## src/rtl/mux_8to1_rr.sv

```systemverilog
// 8-to-1 round-robin stream multiplexer with a single registered output stage.
// Each output beat carries the index of the channel it came from on out_sel.
module mux_8to1_rr #(
    parameter int DATA_W = 8
) (
    input  logic                  clk,
    input  logic                  rst,
    input  logic [7:0]            in_valid,
    input  logic [8*DATA_W-1:0]   in_data,
    output logic [7:0]            in_ready,
    output logic                  out_valid,
    output logic [DATA_W-1:0]     out_data,
    output logic [2:0]            out_sel,
    input  logic                  out_ready
);

    logic [2:0]        ptr_reg;
    logic [2:0]        grant;
    logic [2:0]        idx;
    logic              found;
    logic              load;
    logic              req_any;
    logic              take;
    logic [DATA_W-1:0] chan_data [8];

    for (genvar gi = 0; gi < 8; gi++) begin : g_split
        assign chan_data[gi] = in_data[gi*DATA_W +: DATA_W];
    end

    // Scan from the priority pointer upward, wrapping; first requester wins.
    always_comb begin
        grant = ptr_reg;
        found = 1'b0;
        idx   = ptr_reg;
        for (int i = 0; i < 8; i++) begin
            idx = ptr_reg + 3'(i);
            if (!found && in_valid[idx]) begin
                grant = idx;
                found = 1'b1;
            end
        end
    end

    assign load     = !out_valid || out_ready;
    assign req_any  = |in_valid;
    // rst gating keeps every channel stalled while the block is held in reset.
    assign take     = load && req_any && !rst;
    assign in_ready = take ? (8'b1 << grant) : 8'b0;

    always_ff @(posedge clk or posedge rst) begin
        if (rst) begin
            out_valid <= 1'b0;
            out_data  <= '0;
            out_sel   <= 3'd0;
            ptr_reg   <= 3'd0;
        end else if (load && req_any) begin
            out_valid <= 1'b1;
            out_data  <= chan_data[grant];
            out_sel   <= grant;
            ptr_reg   <= grant + 3'd1;
        end else if (out_ready) begin
            out_valid <= 1'b0;
        end
    end

endmodule

```

## config.mk

```make
export PLATFORM = sky130hd
export DESIGN_NAME = mux_8to1_rr
export DESIGN_NICKNAME = d
export VERILOG_FILES = /design/src/rtl/mux_8to1_rr.sv
export SDC_FILE = /design/constraint.sdc
export NUM_CORES = 1
export LEC_CHECK = 0
export CAP_MARGIN = 0
export CORE_MARGIN = 4
export CORE_UTILIZATION = 42
export CTS_CLUSTER_SIZE = 25
export DETAILED_ROUTE_END_ITERATION = 10
export GPL_TIMING_DRIVEN = 0
export PLACE_DENSITY = 0.81
export SLEW_MARGIN = 25
export SYNTH_ARGS = -nofsm -noshare
export SYNTH_HDL_FRONTEND = slang
export SYNTH_SLANG_ARGS = --single-unit
export TNS_END_PERCENT = 100
```

## constraint.sdc

```tcl
create_clock -name clk -period 6 [get_ports clk]
set_input_delay 1.5 -clock clk [delete_from_list [all_inputs] [get_ports clk]]
set_output_delay 1.5 -clock clk [all_outputs]
set_load 0.02 [all_outputs]
```

# Word-level counts from Yosys, hierarchy flattened
# Cells that the tools add are included.
word_totals:
  register_bits: 15
  input_bits: 75
  elab_cells: 80
classes:
  add_sub_neg: 8
  n_lt_le_gt_ge: 9
  shifts: 1
  n_mux: 36
  n_bitwise: 1
  n_reduce_logical: 21
op_table:
  columns: ["cell", "n"]
  rows:
  - ["less-than comparator 3 x 4 -> 1 bit, second input constant", 8]
  - ["binary-select mux 1 bit (select 3 bit)", 8]
  - ["binary-select mux 8 bit (select 3 bit)", 1]
  - ["2-to-1 mux 8 bit", 3]
  - ["2-to-1 mux 3 bit", 7]
  - ["2-to-1 mux 1 bit", 17]
  - ["adder 3 bit, second input constant", 4]
  - ["logical AND 1 bit", 9]
  - ["zero test 1 bit", 9]
  - ["OR reduction 8 bit", 1]
  - ["left shift 1 x 3 -> 8 bit, first input constant", 1]
  - ["adder 3 x 1 -> 3 bit, second input constant", 2]
  - ["adder 3 x 2 -> 3 bit, second input constant", 2]
  - ["greater-or-equal comparator 4 bit, second input constant", 1]
  - ["inverter 3 -> 4 bit", 1]
  - ["nonzero test 2 bit", 1]
  - ["logical OR 1 bit", 1]

# Depth between registers and ports, before layout
depth:
  depth_word: 28
  depth_mapped: 17

# Worst setup path before layout
# No wires, ideal clock.
synth_path:
  kind: "input-to-output"
  startpoint: "input port in_valid[1]"
  endpoint: "output port in_ready[3]"
  arrival_ns: 3.970
  slack_ns: 0.530
  path_stages: 8
  path_cell_list: "mux4_2 mux2_4 and3_1 or4b_4 a32oi_4 buf_6 inv_2 nor3_1"
synth_via:
  elab_chain_len: 26
synth_lines:
  columns: ["item", "line", "text"]
  rows:
  - ["start: declaration", "8", "input logic [7:0] in_valid,"]
  - ["binary-select mux 1 bit (select 3 bit)", "37", "if (!found && in_valid[idx]) begin"]
  - ["2-to-1 mux 1 bit (not written as such)", "37", null]
  - ["2-to-1 mux 1 bit", "37", null]
  - ["zero test 1 bit", "37", null]
  - ["logical AND 1 bit", "37", null]
  - ["2-to-1 mux 1 bit", "37", null]
  - ["zero test 1 bit", "37", null]
  - ["logical AND 1 bit", "37", null]
  - ["[10 not listed]", null, null]
  - ["zero test 1 bit", "37", null]
  - ["logical AND 1 bit", "37", null]
  - ["2-to-1 mux 1 bit", "37", null]
  - ["zero test 1 bit", "37", null]
  - ["logical AND 1 bit", "37", null]
  - ["2-to-1 mux 3 bit", "37", null]
  - ["left shift 1 x 3 -> 8 bit", "48", "assign in_ready = take ? (8'b1 << grant) : 8'b0;"]
  - ["2-to-1 mux 8 bit (*)", "48", null]
  - ["end: declaration", "10", "output logic [7:0] in_ready,"]
# Every way passes the cells marked *; elsewhere a longest branch is shown, timed or not. The select of a mux whose other input is x is not followed.

# Worst setup path after layout
layout_path:
  startpoint: "input port in_valid[1]"
  endpoint: "output port in_ready[7]"
# The elaborated chain is that of the path after synthesis.

==> results.yml <==
outcome:
  status: "finished, final reports clean"
power:
  power_density_nw_per_um2: 761.4
  p_sw_uw: 1126
  p_seq_share_pct: 7.6
  pwr-share-clk_pct: 3.4
  power_leakage_uw: 0.001279
  netSwitchingFraction_pct: 46.19
  peakVddDrop_mv: 0.5180
  p_int_uw: 1312
  combPwrFrac_pct: 89.0
route:
  drc: 0
  wl_per_cell_um: 16.93
  vias: 2111
  routed_wl_um: 6383
  viasPerCell: 5.599
  firstDrtPassIters: 4
  ant_nets: 0
  drtIter0Drc: 117
run:
  maxCapViolCount: 0
timing:
  timing.final.ws_setup_ps: 93.54
  timing.final.crit_period_ps: 5906
  period_share_pct: 98.44
  fmax_ghz: 0.1693
  setup_viol: 0
  maxSlewViolCount: 0
  finalHoldViolCount: 0
  clock_skew_ps: 2.196
  relSlewSlack_pct: 59.70
  worstMarginPinSlew_ps: 602.2
synth:
  syn_avg_cell_area_um2: 9.979
  synthFlopType: "dfrtp_1"
  synth_cell_types: 50
  muxShareOfSynthArea_pct: 36.52
  synth_seq_area_share_pct: 18.26
  synth_edf_count: 0
  yosys.area_share.xor_xnor_pct: 3.469
  syn_area_um2: 2056
  yosys.area.top_type: "mux4_2"
  synth_commonest_cells: "nand2_1 (30), mux4_2 (21), nor2_1 (17)"
  synth_area_leaders: "mux4_2 (23%), dfrtp_1 (18%), mux4_1 (6.4%)"
  synthCells: 206
  synthAdderAreaFrac_pct: 1.826
  syn-num-nets: 284
  ys_warn_count: 0
  synthSimpleGateAreaFrac_pct: 19.66
  synth_compound_area_share_pct: 14.18
  synth_top_area_share_pct: 23.01
  ys_async_sr_fraction_pct: 100.0
  synth_top_family_by_area: "multiplexers"
  ys_ff_latch: 15
  yosysMostFrequentCell: "nand2_1"
clocking:
  cts_root_buf: "clkbuf_8"
  clkSlewWorstSetupHoldPaths_ps: 60
  clock_path_buffers: 2
  htreeDepth: 1
  clk-insertion-delay-late_ps: 250
  hold_buffers: 0
  clock-sinks: 15
  cts_tree: "done"
  numCtsBuffers: 3
worst_setup_path:
  crit_type: "primary input to output pin"
  cpMaxStageDelayCell: "mux4_2"
  arrival_ps: 4410
  cp_cell_sequence: "dlygate4sd2_1 -> mux4_2 -> mux2_4 -> nand2b_1 -> nor3b_4 -> o31ai_1 -> a32oi_4 -> buf_6 -> inv_2 -> nor2_1 -> ha_1 -> and2_1 -> clkdlybuf4s15_2"
  crit_path_start_kind: "primary input"
  worstSetupEndpointType: "output pin"
  max_stage_delay_ps: 530
  required_ps: 4500
  cp_max_fo: 10
  critPathBufInv: 4
  critPathTopFamily: "multiplexers"
cells_and_area:
  final_area_um2: 3202
  layout.nets: 389
  final_cells: 377
  postLayoutCoreUtil_pct: 67.79
  num_antenna_cells: 0
  area_delta_synth_final_pct: 55.75
  drive_gt1_share_pct: 19.03
  largest_reg_flops: 8
placed_design:
  place_ws_ps: -656.5
  dpl.cell_count: 367
  placed_cell_area_um2: 3080
  gp_congestion: 0.8333
  dp_hpwl_um: 5247
  port_buffers: 94
die:
  dieHeight_um: 77.96
  placementRows: 25
  chipWidth_um: 77.96
  die_area_um2: 6078
  initial_core_util_pct: 43.52
  boundaryPins: 95
  coreArea_um2: 4723
grt:
  grt_pass1_wl_um: 10210
  grt_pass1_vias: 2096
  grt_max_degree: 16
  grtUsageTotal_pct: 21.06
  grt_overflow_total: 0
  grt_antenna_before_repair: 0
min_path:
  hp-class: "flip-flop to flip-flop"
## power by group through the flow
stage          clock network, uW  logic, uW  registers, uW
2_1_floorplan                  0       1560            231
3_3_place_gp                   0       2020            185
3_5_place_dp                   0       2060            188
4_1_cts                     84.8       2140            186
5_1_grt                     91.6       2350            192
6_report                    83.3       2170            185
## path summary, 6_finish.rpt
check | from | endpoint | slack, ps | cells past startpoint
min in group asynchronous | rst | ptr_reg[2]$_DFFE_PP0P_ | 1650 | 2
worst max-delay path | in_valid[1] | in_ready[7] | 90 | 13
worst min-delay path | out_data[6]$_DFFE_PP0P_ | out_data[6]$_DFFE_PP0P_ | 470 | 2
max in group asynchronous | rst | out_data[4]$_DFFE_PP0P_ | 3970 | 2
worst min register to register | out_data[6]$_DFFE_PP0P_ | out_data[6]$_DFFE_PP0P_ | 470 | 2
worst max register to register | ptr_reg[1]$_DFFE_PP0P_ | out_data[2]$_DFFE_PP0P_ | 1730 | 17
## per-layer routing
metal / vias to the layer above / routed length [um] / GRT usage (%)
met2: 71 / 3270 / 35.45
met3: 11 / 285 / 2.900
met1: 1027 / 2741 / 28.73
met4: 0 / 87 / 5.070
met5: - / 0 / 0
li1: 1002 / - / -
## layout make-up
class,instances,area (um^2)
inverter,8,30.03
timing repair buffer,100,973.4
fill,389,1521
sequential,15,375.4
buffer,14,105.1
multi-input combinational,169,1589
clock buffer,4,45.04
tap,67,83.83
## kinds of logic (layout without fill, tap and decap cells)
family | count (synthesis) | count (layout)
compound gates | 40 | 40
xor+xnor | 6 | 6
fa+ha+maj | 3 | 3
buf+inv | 22 | 126
flops | 15 | 15
mux | 39 | 39
simple gates | 81 | 81
## through the flow
stage                     power (uW)  hold slack [ps]  TNS (ps)
after floorplan                 1792            582.7         0
after global placement          2209            450.4     -3151
after detailed placement        2252            455.1     -3714
after CTS                       2414            468.5         0
after global routing            2633            496.3    -12.89
final                           2438            465.4         0
## tightest hold or removal path: stages, from the launching register on
cell     delay (ps)
dfrtp_1         340
nand2_1          50
nand2_1          50
## repair_timing
| action | 4_1_cts | 5_1_grt |
|---|---|---|
| buffers inserted | 3 | 3 |
| pin swaps | 4 | 1 |
| gates resized for setup | 27 | 8 |
| endpoints found under the setup margin | 8 | 6 |
## cell usage in the layout (no fill, tap or decap), drive strengths merged, types with 7 or more instances in the layout
| cell | synthesis | final |
|---|---|---|
| nor3 | 7 | 7 |
| o21ai | 10 | 10 |
| inv | 8 | 8 |
| buf | 10 | 13 |
| mux2i | 9 | 9 |
| clkbuf | 4 | 11 |
| nor2 | 18 | 18 |
| dfrtp | 15 | 15 |
| nand2 | 30 | 30 |
| clkdlybuf4s50 | 0 | 78 |
| a22oi | 11 | 11 |
| mux4 | 26 | 26 |
| dlygate4sd2 | 0 | 12 |
No activity file was read; power rests on OpenSTA's default activity.
